<file path="src/rtl/digest_serializer_if.sv">
// Byte stream link for digest_serializer.
// Master drives data/valid/last, slave returns ready.
interface digest_serializer_if;
  logic [7:0] tx_data;
  logic       tx_valid;
  logic       tx_ready;
  logic       tx_last;

  modport master (
    output tx_data,
    output tx_valid,
    output tx_last,
    input  tx_ready
  );

  modport slave (
    input  tx_data,
    input  tx_valid,
    input  tx_last,
    output tx_ready
  );
endinterface

</file>
<file path="src/rtl/digest_serializer.sv">
// Captures a digest on its valid pulse and streams it MSB-first.
// DIGEST_SERIALIZER_HEX_ASCII_EN selects lowercase hex text plus LF.
module digest_serializer #(
  parameter int DIGEST_W = 256
) (
  input  logic                clk,
  input  logic                rst_n,
  input  logic                enable,
  input  logic [DIGEST_W-1:0] hash_in,
  input  logic                hash_valid_in,
  digest_serializer_if.master tx,
  output logic                busy,
  output logic                overrun
);

  localparam int NB = DIGEST_W / 8;
`ifdef DIGEST_SERIALIZER_HEX_ASCII_EN
  localparam int NBEATS = 2 * NB + 1;
`else
  localparam int NBEATS = NB;
`endif
  localparam logic [6:0] LAST = 7'(NBEATS - 1);

  localparam logic [0:0] IDLE = 1'b0;
  localparam logic [0:0] SEND = 1'b1;

  logic [0:0]          state;
  logic [DIGEST_W-1:0] shreg;
  logic [6:0]          cnt;

  logic sending;
  logic cap;
  logic beat;
  logic last_beat;
  logic shift_now;
  logic [7:0] beat_byte;
`ifdef DIGEST_SERIALIZER_HEX_ASCII_EN
  logic [3:0] nib;
`endif

  assign sending   = (state == SEND);
  assign cap       = hash_valid_in && enable;
  assign beat      = sending && tx.tx_ready;
  assign last_beat = beat && (cnt == LAST);

`ifdef DIGEST_SERIALIZER_HEX_ASCII_EN
  // Two characters per byte: drop the byte after its low nibble.
  assign shift_now = cnt[0];
`else
  assign shift_now = 1'b1;
`endif

  // Format the byte presented for the current beat.
  always_comb begin
    beat_byte = 8'h00;
`ifdef DIGEST_SERIALIZER_HEX_ASCII_EN
    nib = cnt[0] ? shreg[DIGEST_W-5 -: 4]
                 : shreg[DIGEST_W-1 -: 4];
    if (cnt == LAST)
      beat_byte = 8'h0a;
    else if (nib < 4'd10)
      beat_byte = 8'h30 + {4'h0, nib};
    else
      beat_byte = 8'h57 + {4'h0, nib};
`else
    beat_byte = shreg[DIGEST_W-1 -: 8];
`endif
  end

  assign tx.tx_valid = sending;
  assign tx.tx_data  = sending ? beat_byte : 8'h00;
  assign tx.tx_last  = sending && (cnt == LAST);
  assign busy        = sending;

  // Capture, beat sequencing and back-to-back reload.
  always_ff @(posedge clk) begin
    if (!rst_n) begin
      state <= IDLE;
      shreg <= '0;
      cnt   <= '0;
    end else begin
      unique case (state)
        IDLE: begin
          if (cap) begin
            shreg <= hash_in;
            cnt   <= '0;
            state <= SEND;
          end
        end
        SEND: begin
          if (last_beat) begin
            if (cap) begin
              shreg <= hash_in;
              cnt   <= '0;
            end else begin
              shreg <= '0;
              cnt   <= '0;
              state <= IDLE;
            end
          end else if (beat) begin
            cnt <= cnt + 7'd1;
            if (shift_now)
              shreg <= shreg << 8;
          end
        end
        default: begin
          state <= IDLE;
          shreg <= '0;
          cnt   <= '0;
        end
      endcase
    end
  end

  // Sticky flag for digests that arrive while one is in flight.
  always_ff @(posedge clk) begin
    if (!rst_n)
      overrun <= 1'b0;
    else if (sending && hash_valid_in && !last_beat)
      overrun <= 1'b1;
  end

endmodule

</file>
<file path="src/flat_wrapper.sv">
// flat-port wrapper written by rule: the top's interface ports become plain ports
module digest_serializer_flat 
#(
  parameter int DIGEST_W = 256
)
  (clk, rst_n, enable, hash_in, hash_valid_in, busy, overrun, tx_tx_data, tx_tx_valid, tx_tx_last, tx_tx_ready);
  digest_serializer_if tx_i ();
  input  logic clk;
  input  logic rst_n;
  input  logic enable;
  input  logic [DIGEST_W-1:0] hash_in;
  input  logic hash_valid_in;
  output logic busy;
  output logic overrun;
  output wire logic [$bits(tx_i.tx_data)-1:0] tx_tx_data;
  output wire logic [$bits(tx_i.tx_valid)-1:0] tx_tx_valid;
  output wire logic [$bits(tx_i.tx_last)-1:0] tx_tx_last;
  input wire logic [$bits(tx_i.tx_ready)-1:0] tx_tx_ready;
  assign tx_tx_data = tx_i.tx_data;
  assign tx_tx_valid = tx_i.tx_valid;
  assign tx_tx_last = tx_i.tx_last;
  assign tx_i.tx_ready = tx_tx_ready;
  digest_serializer #(.DIGEST_W(DIGEST_W)) u_core (.clk(clk), .rst_n(rst_n), .enable(enable), .hash_in(hash_in), .hash_valid_in(hash_valid_in), .tx(tx_i), .busy(busy), .overrun(overrun));
endmodule
</file>
<file path="config.mk">
export PLATFORM = sky130hd
export DESIGN_NAME = digest_serializer_flat
export DESIGN_NICKNAME = d
export VERILOG_FILES = /design/src/rtl/digest_serializer_if.sv /design/src/rtl/digest_serializer.sv /design/src/flat_wrapper.sv
export SDC_FILE = /design/constraint.sdc
export NUM_CORES = 1
export LEC_CHECK = 0
export BUFFER_PORTS_ARGS = -buffer_cell sky130_fd_sc_hd__buf_2
export CAP_MARGIN = 20
export CELL_PAD_IN_SITES_DETAIL_PLACEMENT = 1
export CELL_PAD_IN_SITES_GLOBAL_PLACEMENT = 1
export CORE_AREA = 2 2 170 189
export CTS_BUF_LIST = sky130_fd_sc_hd__clkbuf_16
export DETAILED_ROUTE_END_ITERATION = 7
export DIE_AREA = 0 0 172 191
export PLACE_DENSITY = 0.84
export SETUP_SLACK_MARGIN = 0.2
export SLEW_MARGIN = 20
export SYNTH_ARGS = -nofsm -noshare
export SYNTH_HDL_FRONTEND = slang
export SYNTH_SLANG_ARGS = --single-unit
</file>
<file path="constraint.sdc">
create_clock -name clk -period 2.05 [get_ports clk]
set_input_delay 0.1025 -clock clk [delete_from_list [all_inputs] [get_ports clk]]
set_output_delay 0.1025 -clock clk [all_outputs]
set_load 0.02 [all_outputs]
</file>
==> results of run 1 <==
through the flow:
stage / area [um^2] / total power, mW
2_1_floorplan: 10730 / 6.609
3_3_place_gp: 12630 / 7.274
3_5_place_dp: 12630 / 7.333
4_1_cts: 16520 / 13.32
5_1_grt: 16930 / 14.20
6_report: 16930 / 13.78
cell usage after synthesis:
cell type | count | area [um^2]
clkbuf_1 | 96 | 360.4
buf_4 | 3 | 22.52
and2_0 | 1 | 6.260
mux2i_1 | 1 | 10.01
nand3_1 | 181 | 905.9
o41ai_4 | 1 | 27.53
nand4_2 | 1 | 12.51
nor4_1 | 1 | 6.260
a21oi_2 | 1 | 8.760
nor3_1 | 1 | 5.000
o31a_1 | 1 | 8.760
buf_2 | 43 | 215.2
clkinv_1 | 1 | 3.750
and2_1 | 9 | 56.30
dfxtp_1 | 265 | 5305
inv_1 | 2 | 7.510
or2_2 | 1 | 6.260
o21a_1 | 1 | 7.510
a311oi_1 | 1 | 8.760
o21ai_0 | 82 | 410.4
a21bo_2 | 1 | 10.01
nand3b_1 | 1 | 7.510
o21ai_1 | 2 | 10.01
a221oi_1 | 80 | 700.7
or4_1 | 1 | 7.510
nand4bb_1 | 1 | 11.26
nand2_1 | 15 | 56.30
or3_1 | 1 | 6.260
nor2_1 | 86 | 322.8
a22oi_1 | 169 | 1269
a21oi_1 | 180 | 900.9
buf_1 | 2 | 7.510
ha_1 | 1 | 12.51
a31oi_1 | 2 | 12.51
tightest hold or removal path, delay by kind of cell:
kind	cells	cell delay, ps
simple gates	1	140
buf+inv	2	340
worst paths after layout:
kind / to / slack, ps / cells past startpoint
max: u_core.shreg[15] / 130 / 7
min: u_core.cnt[1] / 90 / 3
max reg2reg: u_core.shreg[15] / 130 / 7
min reg2reg: u_core.shreg[0] / 490 / 2
layout make-up:
cell class,count,area share (%)
repair buffers,600,29.36
diodes,20,0.2956
clock inverters,23,1.692
multi-input cells,824,29.78
clock buffers,29,4.286
well taps,420,3.104
flip-flops and latches,265,31.39
inverters,3,0.09606
state kept, by name, summed over array words and instances (netlist names):
| register | flops |
|---|---|
| u_core.busy | 1 |
| u_core.cnt | 7 |
| u_core.shreg | 256 |
| u_core.overrun | 1 |
placed cells by master (no fill, tap or decap), types with 5 or more instances in the layout:
| master | synthesis | final |
|---|---|---|
| buf_2 | 43 | 271 |
| dfxtp_1 | 265 | 259 |
| dlygate4sd3_1 | 0 | 258 |
| nand3_1 | 181 | 179 |
| a21oi_1 | 180 | 175 |
| a22oi_1 | 169 | 154 |
| nor2_1 | 86 | 86 |
| o21ai_0 | 82 | 82 |
| a221oi_1 | 80 | 77 |
| buf_4 | 3 | 37 |
| clkbuf_16 | 0 | 34 |
| diode_2 | 0 | 20 |
| buf_12 | 0 | 16 |
| nand2_1 | 15 | 15 |
| a22oi_2 | 0 | 15 |
| buf_16 | 0 | 10 |
| and2_1 | 9 | 8 |
| clkinv_2 | 0 | 7 |
| bufinv_16 | 0 | 7 |
| clkinv_1 | 1 | 6 |
| a21oi_2 | 1 | 5 |
| dfxtp_2 | 0 | 5 |
kinds of logic (layout without fill, tap and decap cells):
group,count (synthesis),count (layout),synth area share (%)
flops,265,265,49.45
simple gates,300,300,13.14
other cells,0,20,0
fa+ha+maj,1,1,0.1166
compound gates,521,522,31.45
buf+inv,147,655,5.749
mux,1,1,0.09330
what timing repair did:
| item | CTS | global route |
|---|---|---|
| hold buffers | 258 | 0 |
| setup endpoints to repair | 258 | 257 |
| buffers inserted | 7 | 6 |
| gates resized for setup | 19 | 41 |
| hold endpoints to repair | 258 | 0 |
| gates cloned | 6 | 5 |
| pin swaps | 4 | 14 |
where the power goes:
group	total [mW]	switching [mW]	internal, mW
registers	5.74	0.261	5.48
clock network	5.71	2.27	3.44
logic	2.33	1.27	1.06
total	13.8	3.80	9.98
routing by layer:
layer | track usage, % | vias up
met5 | 0.1553 | -
met1 | 36.79 | 6556
met2 | 59.75 | 989
met4 | 22.92 | 8
met3 | 8.778 | 374
li1 | - | 5675
==> impl_metrics.json, run 1 <==
{
  "die_x_um": 172,
  "dr_total_vias": 13600,
  "cts_root_buf": "clkbuf_16",
  "cts_buffers": 28,
  "critPathCaptureType": "flop",
  "worst_setup_path_start_kind": "flop",
  "critPathTopFamily": "compound AO/OA/AOI/OAI gates",
  "htreeDepth": 1,
  "grt_pass1_vias": 14250,
  "place_ws_ps": 31.62,
  "synth.distinct_cells": 34,
  "die_area_mm2": 0.03285,
  "criticalPathCategory": "reg -> reg",
  "cp_cell_sequence": "ha_4 > nand3_2 > o21ai_4 > buf_4 > buf_16 > nand3_1 > a21oi_2",
  "critPathLaunch": "u_core.cnt[0]",
  "gp_congestion": 0.8115,
  "finish.utilization_pct": 54.67,
  "io_buffer_count": 272,
  "clock.fmax_mhz": 520.9,
  "path_buf_inv": 2,
  "start_util_pct": 34.64,
  "synth-seq-cells": 265,
  "hold_slack_ps": 85.62,
  "fin_skew_ps": 16.94,
  "synthesis.nets": 1497,
  "relSlewSlack_pct": 49.81,
  "static-leakage-power_nw": 6.502,
  "wl_met2_mm": 30.09,
  "slowest_delay_ps": 380,
  "fp-row-count": 68,
  "drt_iter0_drc": 1483,
  "met1_length_mm": 20.63,
  "tightestPinTransition_ps": 752.8,
  "r2r-start": "u_core.cnt[0]",
  "syn_to_final_growth_pct": 57.82,
  "drive_above_1_share_pct": 24.89,
  "maxUsedRoutingLayer": "met5",
  "clkTransAtPathRegs_ps": 80,
  "crit_fanout": 21,
  "clk_path_buf_depth": 3,
  "status": "completed",
  "drv_slew": 0,
  "firstDrtPassIters": 6,
  "hold_violations": 0,
  "antenna_found_initial": 19,
  "drc": 0,
  "power_density_mw_per_mm2": 814.0,
  "wl_met3_mm": 5.229,
  "rsz0062_at_grt": "true",
  "placedCellCount": 1830,
  "slowest_stage": "dfxtp_4",
  "synth.avg_cell_area_um2": 8.687,
  "syn_area_mm2": 0.01073,
  "overflow": 0,
  "cts_tree": "yes",
  "instances_no_fill": 2184,
  "multiInputGateArea_mm2": 0.005042,
  "drv_cap": 0,
  "core-area_mm2": 0.03097,
  "track_usage_pct": 34.46,
  "dieHeight_um": 191,
  "setup_viol": 0,
  "regArea_mm2": 0.005315,
  "fin_ws_ps": 130.2,
  "io_pins": 273,
  "grt_max_degree": 169,
  "synth_sequential_area_ratio_pct": 49.45,
  "clock_sinks": 265,
  "tns_ps": 0,
  "layout_worst_path_cycle_share_pct": 93.65,
  "hpwl_mm": 24.18,
  "fin_crit_ps": 1920,
  "cp.arrival_ps": 2360,
  "yosysWarnings": 0,
  "crit_required_ps": 2490,
  "wl_per_cell_um": 27.71,
  "nFillCells": 3522,
  "grt_pass1_wl_mm": 86.39,
  "peakVddDrop_uv": 673.1,
  "netlist_instances": 1235,
  "hold_class": "in -> reg",
  "nets": 1984,
  "viasPerCell": 6.228,
  "drt-total-wl_mm": 60.52,
  "worstSkewPairLatency_ps": 540,
  "worstHoldStart": "rst_n",
  "antenna_left": 0
}
(Power assumes the default switching activity.)
==> run 2, diff against run 1 <==
- BUFFER_PORTS_ARGS: -buffer_cell sky130_fd_sc_hd__buf_2 -> not set
- DONT_BUFFER_PORTS: not set -> 1
- PLACE_DENSITY: 0.84 -> 0.74
==> run 2 against run 1 <==
Compared with the run above:
- the flow now finishes with violations (setup timing)
- critical endpoint is now u_core.shreg[205]
- sequential share of layout area grew 1.3 points
- total power shrank 3.5%
- combinational power shrank 4%
- count of clock-buffer cells in the layout unchanged
- sequential power hardly changed
==> impl_metrics.json, run 2 (synthesis gave the netlist of run 1 again) <==
{
  "peakVddDrop_uv": 500.4,
  "tightestPinTransition_ps": 817.1,
  "grt_max_degree": 169,
  "io_buffer_count": 0,
  "crit_required_ps": 2490,
  "viasPerCell": 6.291,
  "cts_root_buf": "clkbuf_16",
  "drt_iter0_drc": 1111,
  "regMostFlops": "u_core.shreg",
  "die_x_um": 172,
  "drv_cap": 0,
  "dieHeight_um": 191,
  "tns_ps": -43.18,
  "htreeDepth": 1,
  "relSlewSlack_pct": 45.53,
  "grt_pass1_wl_mm": 71.17,
  "seqPwrFrac_pct": 43.1,
  "place_area_mm2": 0.01121,
  "critPathCaptureType": "flop",
  "overflow": 0,
  "p_sw_mw": 3.729,
  "critPathTopFamily": "buffers and inverters",
  "cp.arrival_ps": 2530,
  "cp_cell_sequence": "ha_4 > nand4_4 > buf_6 > o41ai_4 > buf_6 > buf_12 > buf_12 > a221oi_1 > nor2_1",
  "io_pins": 273,
  "hpwl_mm": 22.15,
  "reg_top3": "u_core.shreg (256), u_core.cnt (7)",
  "criticalPathCategory": "reg -> reg",
  "final_cell_mix": "261 x dlygate4sd3_1, 259 x dfxtp_1, 174 x nand3_1",
  "dr_total_vias": 12130,
  "slowest_delay_ps": 360,
  "wl_per_cell_um": 27.75,
  "pwr-share-comb_pct": 16.9,
  "track_usage_pct": 27.49,
  "fin_skew_ps": 25.39,
  "drc": 0,
  "drt-total-wl_mm": 53.49,
  "fp-row-count": 68,
  "static-leakage-power_nw": 5.674,
  "worst_setup_path_start_kind": "flop",
  "grt_pass1_vias": 12700,
  "hold_class": "in -> reg",
  "slowest_stage": "dfxtp_2",
  "placedCellCount": 1550,
  "status": "complete, but fails checks",
  "instances_no_fill": 1928,
  "hold_violations": 0,
  "crit_fanout": 8,
  "netSwitchingFraction_pct": 28.03,
  "violations": "setup timing",
  "cts_buffers": 29,
  "p_clk_share_pct": 40.0,
  "setup_viol": 1,
  "nets": 1734,
  "core-area_mm2": 0.03097,
  "antenna_found_initial": 12,
  "gp_congestion": 0.7739,
  "fin_crit_ps": 2093,
  "firstDrtPassIters": 6,
  "drive_above_1_share_pct": 14.73,
  "antenna_left": 0,
  "clock_sinks": 265,
  "internal-power_mw": 9.574,
  "syn_to_final_growth_pct": 51.32,
  "power_density_mw_per_mm2": 819.4,
  "place_ws_ps": 0.6932,
  "start_util_pct": 34.64,
  "finish.utilization_pct": 52.42,
  "die_area_mm2": 0.03285,
  "layout_worst_path_cycle_share_pct": 102.1,
  "drv_slew": 0,
  "rsz0062_at_grt": "true",
  "cts_tree": "yes",
  "worstSkewPairLatency_ps": 560,
  "final_area_mm2": 0.01624,
  "clk_path_buf_depth": 3,
  "path_buf_inv": 4,
  "final_common_cell": "dlygate4sd3_1",
  "p_total_mw": 13.30,
  "largest_reg_flops": 256,
  "hold_slack_ps": 235.8,
  "clock.fmax_mhz": 477.7,
  "fin_ws_ps": -43.18,
  "clkTransAtPathRegs_ps": 70
}
[run 2: cell types whose count changed in the layout (fill, tap and decap cells not counted), moves of 9 or more]
cell | previous run | this run
a21oi_1 | 175 | 166
a21oi_2 | 5 | 14
a221oi_1 | 77 | 46
a221oi_2 | 3 | 27
a22oi_1 | 154 | 166
a22oi_2 | 15 | 3
buf_2 | 271 | 0
buf_4 | 37 | 28
buf_6 | 3 | 14
clkbuf_16 | 34 | 44
[run 2: path summary, 6_finish.rpt]
check / startpoint / to / slack (ps) / cells after the start
hold reg to reg: u_core.shreg[1] / u_core.shreg[1] / 480 / 2
hold / removal: hash_in[254] / u_core.shreg[254] / 240 / 3
setup reg to reg: u_core.cnt[0] / u_core.shreg[205] / -40 / 9
setup / recovery: u_core.cnt[0] / u_core.shreg[205] / -40 / 9
[run 2: metal layers]
layer,track usage [%],share of wire (%)
met3,5.280,6.8
met5,0,0
met2,49.01,51
met1,31.57,38
met4,12.61,4.8
[run 2: repair_timing]
action | 4_1_cts | 5_1_grt
hold buffers | 262 | 0
buffers inserted | 10 | 15
endpoints found under the setup margin | 270 | 249
cloned | 6 | 18
resized for setup | 34 | 90
endpoints found under the hold margin | 263 | 0
pin swaps | 5 | 81
[run 2: power groups by stage]
stage,Clock [mW],Combinational [mW],Sequential (mW)
after global routing,5.60,2.36,5.75
after CTS,5.33,1.79,5.68
after global placement,0,1.18,5.78
after floorplan,0,0.894,5.71
after detailed placement,0,1.22,5.79
final,5.32,2.24,5.74
[run 2: tightest hold or removal path: cells and delay by family]
kind / cells / cell delay, ps
buf+inv: 1 / 530
simple gates: 1 / 60
compound gates: 1 / 50
[run 2: final cells by class]
type                       instances  area (um^2)
multi-input combinational        825         5380
timing repair buffer             348         4021
fill                            3411        14730
tap                              420        525.5
antenna                           14        35.03
sequential                       265         5315
inverter                           3        16.27
clock buffer                      29        725.7
clock inverter                    24        216.5
